<file path="config.mk">
export PLATFORM = sky130hd
export DESIGN_NAME = fp_add_arbiter
export DESIGN_NICKNAME = d
export VERILOG_FILES = /design/src/rtl/fp_add_arbiter.sv
export SDC_FILE = /design/constraint.sdc
export NUM_CORES = 1
export LEC_CHECK = 0
export ABC_AREA = 1
export BUFFER_PORTS_ARGS = -buffer_cell sky130_fd_sc_hd__buf_2
export CAP_MARGIN = 10
export CORE_MARGIN = 1.5
export CORE_UTILIZATION = 30
export DETAILED_ROUTE_END_ITERATION = 8
export PLACE_DENSITY = 0.56
export RECOVER_POWER = 50
export SLEW_MARGIN = 25
export SYNTH_ARGS = -nofsm -noshare
export SYNTH_HDL_FRONTEND = slang
export SYNTH_SLANG_ARGS = --single-unit
</file>
<file path="constraint.sdc">
create_clock -name clk -period 1.2 [get_ports clk]
set_input_delay 0.06 -clock clk [delete_from_list [all_inputs] [get_ports clk]]
set_output_delay 0.06 -clock clk [all_outputs]
set_load 0.02 [all_outputs]
</file>
<file path="src/rtl/fp_add_arbiter.sv">
`default_nettype none
// fp_add_arbiter: round-robin front end sharing one combinational FP adder between two requesters.
// Rev 1.0 -- initial release.
module fp_add_arbiter #(
  parameter int W = 32
) (
  input  logic         clk,
  input  logic         rst_n,
  input  logic         req0_valid,
  output logic         req0_ready,
  input  logic [W-1:0] req0_a,
  input  logic [W-1:0] req0_b,
  input  logic         req1_valid,
  output logic         req1_ready,
  input  logic [W-1:0] req1_a,
  input  logic [W-1:0] req1_b,
  output logic [W-1:0] add_a,
  output logic [W-1:0] add_b,
  input  logic [W-1:0] add_sum,
  input  logic         add_overflow,
  output logic         rsp_valid,
  input  logic         rsp_ready,
  output logic         rsp_id,
  output logic [W-1:0] rsp_sum,
  output logic         rsp_overflow
);

  typedef enum logic [1:0] {
    IDLE  = 2'd0,
    ISSUE = 2'd1,
    RESP  = 2'd2
  } state_t;

  state_t state, state_nxt;
  logic   last_grant;
  logic   pend_id;
  logic   grant;
  logic   accept;

  always_comb begin
    state_nxt = state;
    // On a tie the port that was not granted last wins.
    grant     = (req0_valid & req1_valid) ? ~last_grant : req1_valid;
    accept    = (state == IDLE) & (req0_valid | req1_valid);
    // Ready is masked by reset so nothing looks accepted while the block is held.
    req0_ready = accept & ~grant & rst_n;
    req1_ready = accept &  grant & rst_n;
    case (state)
      IDLE:    if (accept)    state_nxt = ISSUE;
      ISSUE:                  state_nxt = RESP;
      RESP:    if (rsp_ready) state_nxt = IDLE;
      default:                state_nxt = IDLE;
    endcase
  end

  always_ff @(posedge clk or negedge rst_n) begin
    if (!rst_n) begin
      state        <= IDLE;
      last_grant   <= 1'b1;
      pend_id      <= 1'b0;
      add_a        <= '0;
      add_b        <= '0;
      rsp_valid    <= 1'b0;
      rsp_id       <= 1'b0;
      rsp_sum      <= '0;
      rsp_overflow <= 1'b0;
    end else begin
      state <= state_nxt;
      if (accept) begin
        add_a      <= grant ? req1_a : req0_a;
        add_b      <= grant ? req1_b : req0_b;
        pend_id    <= grant;
        last_grant <= grant;
      end
      if (state == ISSUE) begin
        rsp_sum      <= add_sum;
        rsp_overflow <= add_overflow;
        rsp_id       <= pend_id;
        rsp_valid    <= 1'b1;
      end
      if ((state == RESP) && rsp_ready) begin
        rsp_valid <= 1'b0;
      end
    end
  end

endmodule
`default_nettype wire

</file>
* Word level (Yosys, flattened, before mapping)
Cells that the tools add are included.
Operators by class: eq/ne operators 4, muxes and demuxes 8, bitwise gates (word level) 9, reductions and logical operators 4
Operator list (number):
- 2-to-1 mux 32 bit | 2
- AND 1 bit | 6
- one-hot mux 2 bit (3 select lines) | 1
- 2-to-1 mux 2 bit | 2
- inequality test 2 bit, second input constant | 2
- 2-to-1 mux 1 bit | 3
- == test 2 x 1 -> 1 bit, second input constant | 1
- == test 2 bit, second input constant | 1
- logical NOT 2 bit | 1
- inverter 1 bit | 2
- AND reduction 2 bit | 1
- nonzero test 2 bit | 1
- logical AND 1 bit | 1
- OR 1 bit | 1
Word-level totals: register bits after elaboration 103, input bits 166, output and inout bits 101, logic and storage cells 34

* Longest topological paths before layout
depth in word-level cells 5, depth in mapped cells 8, gate-level depth less buffers 6

* Least setup slack after synthesis
OpenSTA, ideal clock, no wires.
kind register to output, start point register last_grant, end point output req0_ready, data arrival time 1481 ps, data required time 1140 ps, path slack -341 ps, cell stages (with the launch flop) 7, buffers on the path 2, path through dfstp_2 -> nand2_1 -> nand2_1 -> buf_2 -> buf_4 -> inv_1 -> nor3_1
Between the ends: word-level cells in the longest chain between the ends 5
Ends and longest elaborated chain:
- from (decl) | RTL line 35 | logic last_grant;
- from (signal assigned) | RTL line 73 | last_grant <= grant;
- inverter 1 bit | RTL line 43 | grant = (req0_valid & req1_valid) ? ~last_grant : req1_valid;
- 2-to-1 mux 1 bit | RTL line 43
- inverter 1 bit | RTL line 46 | req0_ready = accept & ~grant & rst_n;
- AND 1 bit (2 in a row) | RTL line 46
- to (decl) | RTL line 10 | output logic req0_ready,
No other way between the ends.

* Worst setup path after layout
start point register state[0], end point output req0_ready
Between the ends: word-level cells in the longest chain between the ends 4
Ends and longest elaborated chain:
- from (decl) | RTL line 34 | state_t state, state_nxt;
- from (signal assigned) | RTL line 68 | state <= state_nxt;
- logical NOT 2 bit | RTL line 44 | accept = (state == IDLE) & (req0_valid | req1_valid);
- AND 1 bit | RTL line 44
- AND 1 bit (2 in a row) | RTL line 46
No other way between the ends.

==> results.env <==
POWER.LEAKAGE_nW=4.83
FINISH.NET_COUNT=1193
CTS.ROOT.BUFFER_CELL='sky130_fd_sc_hd__clkbuf_16'
END_KIND='output pin'
CRIT_PATH_CELL_TRACE='nor2_4, o21ai_4, buf_6, nor3_4, buf_6'
HOLDCRITSTARTPOINT='req0_b[15]'
GRT_START_MAX_NET_PINS=104
CLOCK_POWER_SHARE_PCT=13.8
GP_ROUTABILITY_CONGESTION=0.743
SEQ_AREA_FRAC_SYNTH_PCT=53.4
DR_ITER_0_VIOLS=218
VIOLATED_CHECKS='setup timing'
MEAN_ROUTED_WIRELENGTH_PER_CELL_UM=14.6
DESIGN.CORE.AREA_SQ_UM=15800
CP_SLOWEST_STAGE_DELAY_PS=410
SYNTH.AVG_CELL_AREA_SQ_UM=7.41
SYNTH-SEQ-CELLS=103
SHARE_COMB_OF_TOTAL_POWER_PCT=55.9
DOMINANT_COMBINATIONAL_CELL_FAMILY_BY_AREA_AFTER_SYNTHESIS='simple AND/OR/NAND/NOR gates'
NUMBER_OF_CELLS_TRAVERSED_BY_THE_WORST_REGISTER_TO_REGISTER_PATH=9
POST_SYNTH_FA_HA_MAJ_AREA_FRACTION_PCT=0
SYNTHMUXAREASHARE_PCT=0
POWER_SWITCHING_SHARE_PCT=44.1
SEQUENTIALPOWERSHARE_PCT=30.3
FMAX_MHz=671
NETSWITCHINGPOWER_W=0.00879
CTS_TREE='built'
CTS_MAX_LEVEL=3
GRT_PASS1_WL_UM=25200
WORST_PIN_SLEW_PS=594
PLACEMENT_ROWS=46
TIMING.CRITICAL_PATH.SLOWEST_STAGE_CELL='sky130_fd_sc_hd__dfrtp_1'
CRITICAL_PATH_PEAK_FANOUT=2
PRE_CTS_WS_PS=-159
TIMING_HOLD_VIOLATIONS_FINAL=0
SYNTHTOLAYOUTAREAGROWTH_PCT=73.6
DRV.MAX_CAP_VIOLATION_COUNT=0
POST-ROUTE-DRC-COUNT=0
PERIOD_NEEDED_PS=1490
SYN_AREA_SQ_UM=4830
GRT_SETUP_UNREPAIRED='yes'
POST_SYNTHESIS_SIMPLE_GATE_AREA_FRACTION_PCT=40.7
FLOORPLAN.DIE.HEIGHT_UM=130
AVGVIACOUNTPERCELL=4.44
FINALCLOCKSKEW_PS=9.49
IOPINCOUNT=267
ROUTE.VIAS.TOTAL=5544
POWER-PER-CELL-AREA_nW_PER_UM2=2380
PLACEMENT.IO_BUFFERS=266
WORST-ENDPOINT-REQUIRED_PS=1140
NUMCTSBUFFERS=9
YOSYSWARNINGCOUNT=0
DIEAREA_SQ_UM=16900
ROUTER_ITERATIONS_BEFORE_ANTENNA_REPAIR=6
HOLD_PATH_CELL_CNT=5
DETAILED_PLACE_HPWL_UM=10800
DIE_W_UM=130
OUTCOME='finished with violations'
CRITICAL_PATH_CELL_COUNT=5
REG2REG_SLACK_PS=-250
SYNTH.NET_COUNT=818
REGTOREGSTARTPOINT='last_grant'
SYNTH-COMPOUND-AREA-SHARE_PCT=0.388
CLOCK-SINKS=103
GLOBALROUTEOVERFLOWTOTAL=0
VDD_DROP_MAX_V=0.000949
CRITPATHLAUNCHTYPE='flop'
CP.BUFFERS_INVERTERS=2
FINALCRITPERIODSHARE_PCT=124
CTS_MAX_PATH_BUFFERS=2
POWER_REPORT.INTERNAL_TOTAL_W=0.0112
GROUTE.USAGE.OVERALL_PCT=19.4
PATH_CLASS='reg -> out'
SYNTH_XOR_AREA_SHARE_PCT=0
CRITICAL_PATH.REG2REG.ENDPOINT='add_b[0]'
HOLD-PATH-ENDPOINT='add_b[15]'
ANTENNA_FOUND_INITIAL=1
YS_TYPES=16
STARTING_DENSITY_OF_THE_CORE_PCT=30.5
VIA_COUNT_OF_THE_FIRST_GLOBAL_ROUTING_PASS=5040
CLK_TRANSITION_REPORTED_PATHS_PS=70
LAYOUTNONFILLERINSTCOUNT=1249
TIMING_MAX_TRANSITION_VIOLATIONS_FINAL=0
ARRIVAL_PS=1430
DP.CELLS=1126
ROUTED_WL_UM=18200
HOLD_PATH.CLASS='in -> reg'
ANT_NETS=0
SYNTH_CELLS=652
LAYOUT-DRIVE-GT1-SHARE_PCT=38.9
CPMOSTUSEDCELL='sky130_fd_sc_hd__buf_6'
SLEW_HEADROOM_PCT=60.4
CRIT_FAMILY='flip-flops'
POSTLAYOUTSETUPSLACKWORST_PS=-290
CLKLATENCYLATEPIN_PS=350
FINAL-SETUP-VIOL-COUNT=100
==> stage by stage <==
step                      setup TNS [ps]  utilization [%]  area, sq um  power (W)  hold slack (ps)
after global routing              -20750             53.0         8390     0.0214             8.50
after CTS                         -10990             49.5         7840     0.0188             1.00
after global placement             -3770             41.4         6550     0.0150              219
after detailed placement           -5560             41.4         6550     0.0150              216
after floorplan                    -49.3                -         4860     0.0116             -236
final                             -14200             53.0         8390     0.0200             9.18
==> sequential cells by signal, summed over array words and instances (netlist names) <==
signal,cells
rsp_overflow,1
add_b,32
last_grant,1
pend_id,1
state,2
rsp_valid,1
rsp_sum,32
rsp_id,1
add_a,32
==> how the worst max path moves through the flow <==
stage                    start         end
floorplan           last_grant  req0_ready
global placement    last_grant   add_a[10]
detailed placement  last_grant   add_a[10]
CTS                 last_grant  req0_ready
global route        last_grant  req0_ready
finish                state[0]  req0_ready
==> what timing repair did <==
item,4_1_cts,5_1_grt
endpoints found under the setup margin,102,98
hold endpoints to repair,184,0
pin swaps,3,32
resized for setup,23,81
cloned,2,12
setup buffers,5,5
hold buffers,83,0
==> kinds of logic after synthesis <==
group                  Yosys count
AND/OR/NAND/NOR                499
flip-flops                     103
buffers and inverters           47
AO/OA/AOI/OAI                    3
==> routing by layer <==
layer	global-route usage (%)	wire (um)	vias up
li1	-	-	2756
met1	23.5	7790	2538
met2	33.3	8800	224
met3	5.21	1250	26
met4	6.86	359	0
met5	0	0	-
==> worst min-delay path: cells and delay by family <==
kind,cells,cell delay [ps]
and+or+nand+nor,4,200
buffers and inverters,1,80
==> power groups by stage <==
stage	Clock [W]	Sequential (W)	Combinational [W]
CTS	0.00289	0.00603	0.00985
global placement	0	0.00603	0.00894
detailed placement	0	0.00601	0.00903
floorplan	0	0.00800	0.00359
finish	0.00276	0.00605	0.0111
global route	0.00304	0.00625	0.0122
==> synthesized netlist by cell type <==
library cell,instances,area [sq um]
sky130_fd_sc_hd__dfstp_2,1,26.3
sky130_fd_sc_hd__inv_2,2,7.51
sky130_fd_sc_hd__o21ai_0,2,10.0
sky130_fd_sc_hd__dfrtp_1,102,2550
sky130_fd_sc_hd__nand3_1,65,325
sky130_fd_sc_hd__nand2_1,430,1610
sky130_fd_sc_hd__nor3_1,1,5.00
sky130_fd_sc_hd__inv_1,4,15.0
sky130_fd_sc_hd__nor2_4,1,11.3
sky130_fd_sc_hd__buf_4,6,45.0
sky130_fd_sc_hd__nor2_1,1,3.75
sky130_fd_sc_hd__clkbuf_1,3,11.3
sky130_fd_sc_hd__nor2_2,1,6.26
sky130_fd_sc_hd__o21ai_2,1,8.76
sky130_fd_sc_hd__buf_6,5,56.3
sky130_fd_sc_hd__buf_2,27,135
==> final cells by class <==
| cell class | instances | area [sq um] |
|---|---|---|
| diodes | 1 | 2.50 |
| clock buffers | 11 | 243 |
| clock inverters | 5 | 32.5 |
| fillers | 1463 | 7440 |
| inverters | 6 | 47.5 |
| multi-input cells | 502 | 2200 |
| flip-flops and latches | 103 | 2580 |
| well taps | 216 | 270 |
| repair buffers | 405 | 3020 |
==> cell usage in the layout (no fill, tap or decap) <==
master                          synthesis  final
sky130_fd_sc_hd__buf_12                 0     12
sky130_fd_sc_hd__buf_16                 0      3
sky130_fd_sc_hd__buf_2                 27    263
sky130_fd_sc_hd__buf_4                  6     19
sky130_fd_sc_hd__buf_6                  5     14
sky130_fd_sc_hd__buf_8                  0      3
sky130_fd_sc_hd__clkbuf_1               3      1
sky130_fd_sc_hd__clkbuf_16              0     17
sky130_fd_sc_hd__clkbuf_8               0      1
sky130_fd_sc_hd__clkinv_2               0      3
sky130_fd_sc_hd__clkinv_4               0      1
sky130_fd_sc_hd__clkinv_8               0      1
sky130_fd_sc_hd__dfrtp_1              102    102
sky130_fd_sc_hd__dfstp_2                1      1
sky130_fd_sc_hd__diode_2                0      1
sky130_fd_sc_hd__dlygate4sd3_1          0     83
sky130_fd_sc_hd__inv_1                  4      2
sky130_fd_sc_hd__inv_2                  2      1
sky130_fd_sc_hd__inv_6                  0      2
sky130_fd_sc_hd__inv_8                  0      1
sky130_fd_sc_hd__nand2_1              430    386
sky130_fd_sc_hd__nand2_2                0     38
sky130_fd_sc_hd__nand2_4                0      6
sky130_fd_sc_hd__nand3_1               65     55
sky130_fd_sc_hd__nand3_2                0     10
sky130_fd_sc_hd__nor2_2                 1      1
sky130_fd_sc_hd__nor2_4                 1      2
sky130_fd_sc_hd__nor3_4                 0      1
sky130_fd_sc_hd__o21ai_0                2      2
sky130_fd_sc_hd__o21ai_4                0      1
No activity file was read; power rests on OpenSTA's default activity.
